## src/rtl/shift_seq_unit_if.sv

```systemverilog
// Request/response bundle between issue, the iterative shift unit and writeback.
// master = issue/writeback side, slave = shift unit.
interface shift_seq_unit_if #(
    parameter int XLEN = 32
);
    localparam int SW = $clog2(XLEN);

    logic            req_valid_i;
    logic            req_ready_o;
    logic [2:0]      funct3_i;
    logic [6:0]      funct7_i;
    logic            is_imm_i;
    logic [SW-1:0]   shamt_imm_i;
    logic [XLEN-1:0] rs1_i;
    logic [XLEN-1:0] rs2_i;
    logic            flush_i;
    logic            rsp_valid_o;
    logic            rsp_ready_i;
    logic [XLEN-1:0] result_o;
    logic            illegal_o;
    logic            busy_o;

    modport master (
        output req_valid_i, funct3_i, funct7_i, is_imm_i, shamt_imm_i,
               rs1_i, rs2_i, flush_i, rsp_ready_i,
        input  req_ready_o, rsp_valid_o, result_o, illegal_o, busy_o
    );

    modport slave (
        input  req_valid_i, funct3_i, funct7_i, is_imm_i, shamt_imm_i,
               rs1_i, rs2_i, flush_i, rsp_ready_i,
        output req_ready_o, rsp_valid_o, result_o, illegal_o, busy_o
    );
endinterface

```

## src/rtl/shift_seq_unit.sv

```systemverilog
// Iterative RV32I shift unit: SLL/SRL/SRA (reg and imm forms), shifting at most
// SHIFT_STEP positions per cycle behind a valid/ready request and response.
module shift_seq_unit #(
    parameter int XLEN       = 32,
    parameter int SHIFT_STEP = 4
) (
    input  logic              clk_i,
    input  logic              rst_ni,
    shift_seq_unit_if.slave   bus
);
    localparam int SW = $clog2(XLEN);
    localparam int KW = SW + 1;
    localparam logic [KW-1:0] STEP_K = KW'(SHIFT_STEP);

    typedef enum logic [1:0] {
        ST_IDLE  = 2'd0,
        ST_SHIFT = 2'd1,
        ST_DONE  = 2'd2
    } state_t;

    state_t          state_reg;
    logic [XLEN-1:0] operand_reg;
    logic [SW-1:0]   remaining_reg;
    logic            left_reg;
    logic            arith_reg;
    logic            illegal_reg;

    logic            dec_left;
    logic            dec_srl;
    logic            dec_sra;
    logic            dec_legal;
    logic [SW-1:0]   req_shamt;
    logic [XLEN-SW-1:0] rs2_unused;

    logic            fill_bit;
    logic [KW-1:0]   step_k;
    logic [SW-1:0]   rem_next;
    logic [XLEN-1:0] operand_next;
    logic [XLEN-1:0] cand [SHIFT_STEP+1];

    assign dec_left  = (bus.funct3_i == 3'b001) && (bus.funct7_i == 7'b0000000);
    assign dec_srl   = (bus.funct3_i == 3'b101) && (bus.funct7_i == 7'b0000000);
    assign dec_sra   = (bus.funct3_i == 3'b101) && (bus.funct7_i == 7'b0100000);
    assign dec_legal = dec_left || dec_srl || dec_sra;

    assign req_shamt  = bus.is_imm_i ? bus.shamt_imm_i : bus.rs2_i[SW-1:0];
    assign rs2_unused = bus.rs2_i[XLEN-1:SW];

    // An arithmetic shift never changes the MSB, so it still holds the original sign.
    assign fill_bit = arith_reg & operand_reg[XLEN-1];

    // One candidate per legal step distance 0..SHIFT_STEP; no full barrel shifter.
    genvar gi;
    generate
        for (gi = 0; gi <= SHIFT_STEP; gi++) begin : g_cand
            if (gi == 0) begin : g_zero
                assign cand[gi] = operand_reg;
            end else if (gi >= XLEN) begin : g_all
                assign cand[gi] = left_reg ? {XLEN{1'b0}} : {XLEN{fill_bit}};
            end else begin : g_part
                assign cand[gi] = left_reg ? {operand_reg[XLEN-1-gi:0], {gi{1'b0}}}
                                           : {{gi{fill_bit}}, operand_reg[XLEN-1:gi]};
            end
        end
    endgenerate

    always_comb begin
        step_k = ({1'b0, remaining_reg} > STEP_K) ? STEP_K : {1'b0, remaining_reg};
        rem_next = remaining_reg - step_k[SW-1:0];
        operand_next = operand_reg;
        for (int i = 0; i <= SHIFT_STEP; i++) begin
            if (step_k == KW'(i)) begin
                operand_next = cand[i];
            end
        end
    end

    always_ff @(posedge clk_i) begin
        if (!rst_ni) begin
            state_reg     <= ST_IDLE;
            operand_reg   <= '0;
            remaining_reg <= '0;
            left_reg      <= 1'b0;
            arith_reg     <= 1'b0;
            illegal_reg   <= 1'b0;
        end else if (bus.flush_i) begin
            state_reg   <= ST_IDLE;
            illegal_reg <= 1'b0;
        end else begin
            case (state_reg)
                ST_IDLE: begin
                    if (bus.req_valid_i) begin
                        if (dec_legal) begin
                            operand_reg   <= bus.rs1_i;
                            remaining_reg <= req_shamt;
                            left_reg      <= dec_left;
                            arith_reg     <= dec_sra;
                            illegal_reg   <= 1'b0;
                            state_reg     <= (req_shamt == '0) ? ST_DONE : ST_SHIFT;
                        end else begin
                            operand_reg   <= '0;
                            remaining_reg <= '0;
                            left_reg      <= 1'b0;
                            arith_reg     <= 1'b0;
                            illegal_reg   <= 1'b1;
                            state_reg     <= ST_DONE;
                        end
                    end
                end
                ST_SHIFT: begin
                    operand_reg   <= operand_next;
                    remaining_reg <= rem_next;
                    if (rem_next == '0) begin
                        state_reg <= ST_DONE;
                    end
                end
                ST_DONE: begin
                    if (bus.rsp_ready_i) begin
                        state_reg   <= ST_IDLE;
                        illegal_reg <= 1'b0;
                    end
                end
                default: state_reg <= ST_IDLE;
            endcase
        end
    end

    assign bus.req_ready_o = (state_reg == ST_IDLE) && rst_ni;
    assign bus.rsp_valid_o = (state_reg == ST_DONE);
    assign bus.illegal_o   = (state_reg == ST_DONE) && illegal_reg;
    assign bus.busy_o      = (state_reg != ST_IDLE);
    assign bus.result_o    = operand_reg;

endmodule
```

## src/flat_wrapper.sv

```systemverilog
// flat-port wrapper written by rule: the top's interface ports become plain ports
module shift_seq_unit_flat 
#(
    parameter int XLEN       = 32,
    parameter int SHIFT_STEP = 4
)
  (clk_i, rst_ni, bus_req_valid_i, bus_funct3_i, bus_funct7_i, bus_is_imm_i, bus_shamt_imm_i, bus_rs1_i, bus_rs2_i, bus_flush_i, bus_rsp_ready_i, bus_req_ready_o, bus_rsp_valid_o, bus_result_o, bus_illegal_o, bus_busy_o);
  shift_seq_unit_if #(.XLEN(XLEN)) bus_i ();
  input  logic clk_i;
  input  logic rst_ni;
  input wire logic [$bits(bus_i.req_valid_i)-1:0] bus_req_valid_i;
  input wire logic [$bits(bus_i.funct3_i)-1:0] bus_funct3_i;
  input wire logic [$bits(bus_i.funct7_i)-1:0] bus_funct7_i;
  input wire logic [$bits(bus_i.is_imm_i)-1:0] bus_is_imm_i;
  input wire logic [$bits(bus_i.shamt_imm_i)-1:0] bus_shamt_imm_i;
  input wire logic [$bits(bus_i.rs1_i)-1:0] bus_rs1_i;
  input wire logic [$bits(bus_i.rs2_i)-1:0] bus_rs2_i;
  input wire logic [$bits(bus_i.flush_i)-1:0] bus_flush_i;
  input wire logic [$bits(bus_i.rsp_ready_i)-1:0] bus_rsp_ready_i;
  output wire logic [$bits(bus_i.req_ready_o)-1:0] bus_req_ready_o;
  output wire logic [$bits(bus_i.rsp_valid_o)-1:0] bus_rsp_valid_o;
  output wire logic [$bits(bus_i.result_o)-1:0] bus_result_o;
  output wire logic [$bits(bus_i.illegal_o)-1:0] bus_illegal_o;
  output wire logic [$bits(bus_i.busy_o)-1:0] bus_busy_o;
  assign bus_i.req_valid_i = bus_req_valid_i;
  assign bus_i.funct3_i = bus_funct3_i;
  assign bus_i.funct7_i = bus_funct7_i;
  assign bus_i.is_imm_i = bus_is_imm_i;
  assign bus_i.shamt_imm_i = bus_shamt_imm_i;
  assign bus_i.rs1_i = bus_rs1_i;
  assign bus_i.rs2_i = bus_rs2_i;
  assign bus_i.flush_i = bus_flush_i;
  assign bus_i.rsp_ready_i = bus_rsp_ready_i;
  assign bus_req_ready_o = bus_i.req_ready_o;
  assign bus_rsp_valid_o = bus_i.rsp_valid_o;
  assign bus_result_o = bus_i.result_o;
  assign bus_illegal_o = bus_i.illegal_o;
  assign bus_busy_o = bus_i.busy_o;
  shift_seq_unit #(.XLEN(XLEN), .SHIFT_STEP(SHIFT_STEP)) u_core (.clk_i(clk_i), .rst_ni(rst_ni), .bus(bus_i));
endmodule
```

## config.mk

```make
export PLATFORM = sky130hd
export DESIGN_NAME = shift_seq_unit_flat
export DESIGN_NICKNAME = d
export VERILOG_FILES = /design/src/rtl/shift_seq_unit_if.sv /design/src/rtl/shift_seq_unit.sv /design/src/flat_wrapper.sv
export SDC_FILE = /design/constraint.sdc
export NUM_CORES = 1
export LEC_CHECK = 0
export BUFFER_PORTS_ARGS = -buffer_cell sky130_fd_sc_hd__buf_2
export CAP_MARGIN = 20
export CORE_ASPECT_RATIO = 0.8
export CORE_MARGIN = 2
export CORE_UTILIZATION = 30
export DETAILED_ROUTE_END_ITERATION = 8
export GPL_TIMING_DRIVEN = 0
export PLACE_DENSITY = 0.55
export SETUP_SLACK_MARGIN = 0.02
export SYNTH_ARGS = -nofsm -noshare
export SYNTH_HDL_FRONTEND = slang
export SYNTH_SLANG_ARGS = --single-unit
```

## constraint.sdc

```tcl
create_clock -name clk_i -period 3.2 [get_ports clk_i]
set_input_delay 0.32 -clock clk_i [delete_from_list [all_inputs] [get_ports clk_i]]
set_output_delay 0.32 -clock clk_i [all_outputs]
set_load 0.02 [all_outputs]
```

==> run metrics <==
status=completed; Maximum Capacitance Violations=0; top cells by area, synth=dfxtp_1 21%, mux4_2 14%, nand2_1 6.3%, o21ai_0 6.2%, a21oi_1 5.8%; RSZ-0062 raised after global routing=false; HP Class=primary input to register; routability congestion estimate from global placement=0.972; Crit. End Element=register; worst skew pair latency=0.30 ns; Data required, critical path=3.44 ns; total track usage=0.258; DRC Markers=0; number of setup buffers added after CTS=0; Slew headroom=0.434; fin crit period=2.95 ns; number of flops mapped to enable cells by yosys=0; share of the synthesized area in the top cell type=0.212; Port Buffer Count=92; f_max=339 MHz; FF-to-FF setup slack=0.25 ns; top_reg_cell synth=dfxtp_1; Antenna diodes=0; first-pass GRT wire length=28,100 µm; initial antenna violation count=0; vias in the first global route=4,705; Post-CTS Hold Fix Bufs=0; CTS tree=yes; synthesized area per cell=7.85 µm²; Net Count, Synth=590; Critical Path AT=3.20 ns; dpl cell area=4640 µm²; pin count of the biggest net entering global routing=15; final WL=18,100 µm; final setup fails=0; crit path max fanout=10; area growth from synthesis to layout=20.9%; gr ovfl total=0; drt first pass iters=5; Die ar.=14,100 µm²; cts bufs inserted=5; fin nets=689; Total Neg Setup Slack=0 ns; Hold WS=0.289 ns; Slew @ Worst Pin=0.849 ns; WL/cell=23.2 µm; I/O Pins=121; Vias/cell=6.22; post-synthesis cell type count=59; H-tree depth=2; Peak VDD IR=201 µV; Detail Placement HPWL=13,100 µm; Pwr per Cell Area=328 nW/µm²; Seq cells post-synth=42; CP Class=register to register; CTS Root Cell=clkbuf_16; Synth async-reset ratio=0; Hold EP=u_core.bus.result_o[1]$_SDFFE_PN0P_; Initial DRC Count=598; Clock Sinks=42; max reg flops=32; Final Skew=0.00821 ns; max-slew violation count=0; post-synthesis sequential area ratio=0.212; Yosys warning count=0; critical hold path startpoint=bus_rs1_i[1]; PostCTS Resize Cnt=1; Synth area leader=dfxtp_1; share of cells above drive strength 1=0.283; Antenna Nets Post-Route=0; Initial Util=0.308; Core ar.=12,900 µm²; Hold Path Stages=3; Mapped Area=3960 µm²; P_leak=1.74 nW; FF-to-FF path depth=10; R2R Path End=u_core.state_reg[1]$_SDFFE_PP0P_; Chip Height=107 µm; Worst-path clk slew=0.07 ns; cells after synthesis=504; R2R Path Start=u_core.remaining_reg[1]$_SDFFE_PN0P_; Startpoint Class=register; maximum clock path buffer count=2; number of cell rows=37; Die Width=132 µm; vias after detailed routing=4,844; Final Hold Fails=0; fin area=4790 µm²; Tcrit/Tclk final=0.923
## worst max path at each step
| stage | start | to | slack [ns] | depth (start not counted) |
|---|---|---|---|---|
| 6_report | u_core.remaining_reg[1]$_SDFFE_PN0P_ | u_core.state_reg[1]$_SDFFE_PP0P_ | 0.25 | 10 |
| 2_1_floorplan | u_core.remaining_reg[1]$_SDFFE_PN0P_ | u_core.state_reg[1]$_SDFFE_PP0P_ | 0.66 | 10 |
| 3_3_place_gp | u_core.remaining_reg[1]$_SDFFE_PN0P_ | u_core.state_reg[1]$_SDFFE_PP0P_ | 0.01 | 10 |
| 3_5_place_dp | u_core.remaining_reg[1]$_SDFFE_PN0P_ | u_core.state_reg[1]$_SDFFE_PP0P_ | -0.08 | 10 |
| 4_1_cts | u_core.remaining_reg[1]$_SDFFE_PN0P_ | u_core.state_reg[1]$_SDFFE_PP0P_ | 0.07 | 10 |
| 5_1_grt | u_core.remaining_reg[1]$_SDFFE_PN0P_ | u_core.state_reg[1]$_SDFFE_PP0P_ | 0.03 | 10 |
## worst max-delay path, stage by stage (launching register included)
cell       delay (ns)
dfxtp_1          0.31
clkbuf_1         0.31
clkbuf_2         0.37
clkbuf_2         0.33
nand2_1          0.09
ha_1             0.26
or4b_2           0.62
a21oi_1          0.14
o2111ai_1        0.15
o21ai_1          0.15
and3_1           0.16
## report_power, final
group | total, mW | internal (mW) | switching [mW]
clock | 0.537 | 0.290 | 0.247
combinational | 0.411 | 0.158 | 0.253
sequential | 0.622 | 0.553 | 0.0692
total | 1.57 | 1.00 | 0.569
## Yosys cell counts, types with 5 or more instances
master     n
clkbuf_1  22
nor2_1    41
o21ai_0   49
buf_2     16
nor2b_1    9
inv_1      6
nand3_1   10
mux2i_1   11
buf_6      5
nand2b_1   8
mux4_2    24
nand2_1   66
a21oi_1   46
a31oi_1   30
a211oi_1  11
a211oi_2   7
dfxtp_1   42
nor4_1     5
nor3_1     6
mux2_2     5
a311o_1   16
## stage by stage
stage          setup WS (ns)  std cells  power [mW]  utilization
2_1_floorplan          0.662        504       0.856            -
3_3_place_gp         0.00951        771        1.03        0.360
3_5_place_dp         -0.0761        771        1.03        0.360
4_1_cts               0.0733        779        1.56        0.372
5_1_grt               0.0293        779        1.63        0.372
6_report               0.246        779        1.57        0.372
## layer usage
metal / GRT usage / vias to the layer above / share of wire
met1: 0.372 / 2270 / 0.42
met5: 0 / - / 0
met3: 0.0629 / 38 / 0.14
met4: 0.0806 / 0 / 0.025
li1: - / 2146 / -
met2: 0.377 / 390 / 0.42
## logic make-up (layout without fill, tap and decap cells)
logic type,after synthesis,after routing,share of synthesized area
AO/OA/AOI/OAI,197,197,0.335
adder cells (fa/ha/maj),1,1,0.00316
buffers and inverters,56,156,0.0705
flip-flops,42,42,0.212
multiplexers,40,40,0.179
other,1,1,0.000947
AND/OR/NAND/NOR,167,167,0.200
## placed cells by master (no fill, tap or decap), drive strengths merged, types with 4 or more instances in the layout
master,n
a211oi,18
a21boi,4
a21oi,46
a311o,16
a31oi,31
buf,120
clkbuf,27
dfxtp,42
inv,6
mux2,5
mux2i,11
mux4,24
nand2,66
nand2b,8
nand3,10
nor2,41
nor2b,9
nor3,8
nor4,5
o21ai,53
## final cells by class
| type | instances | area (µm²) |
|---|---|---|
| Inverter | 6 | 22.5 |
| Sequential cell | 42 | 841 |
| Multi-Input combinational cell | 406 | 2840 |
| Timing Repair Buffer | 92 | 460 |
| Clock inverter | 3 | 21.3 |
| Buffer | 50 | 259 |
| Fill cell | 1388 | 8080 |
| Clock buffer | 5 | 125 |
| Tap cell | 175 | 219 |
(Power assumes the default switching activity.)
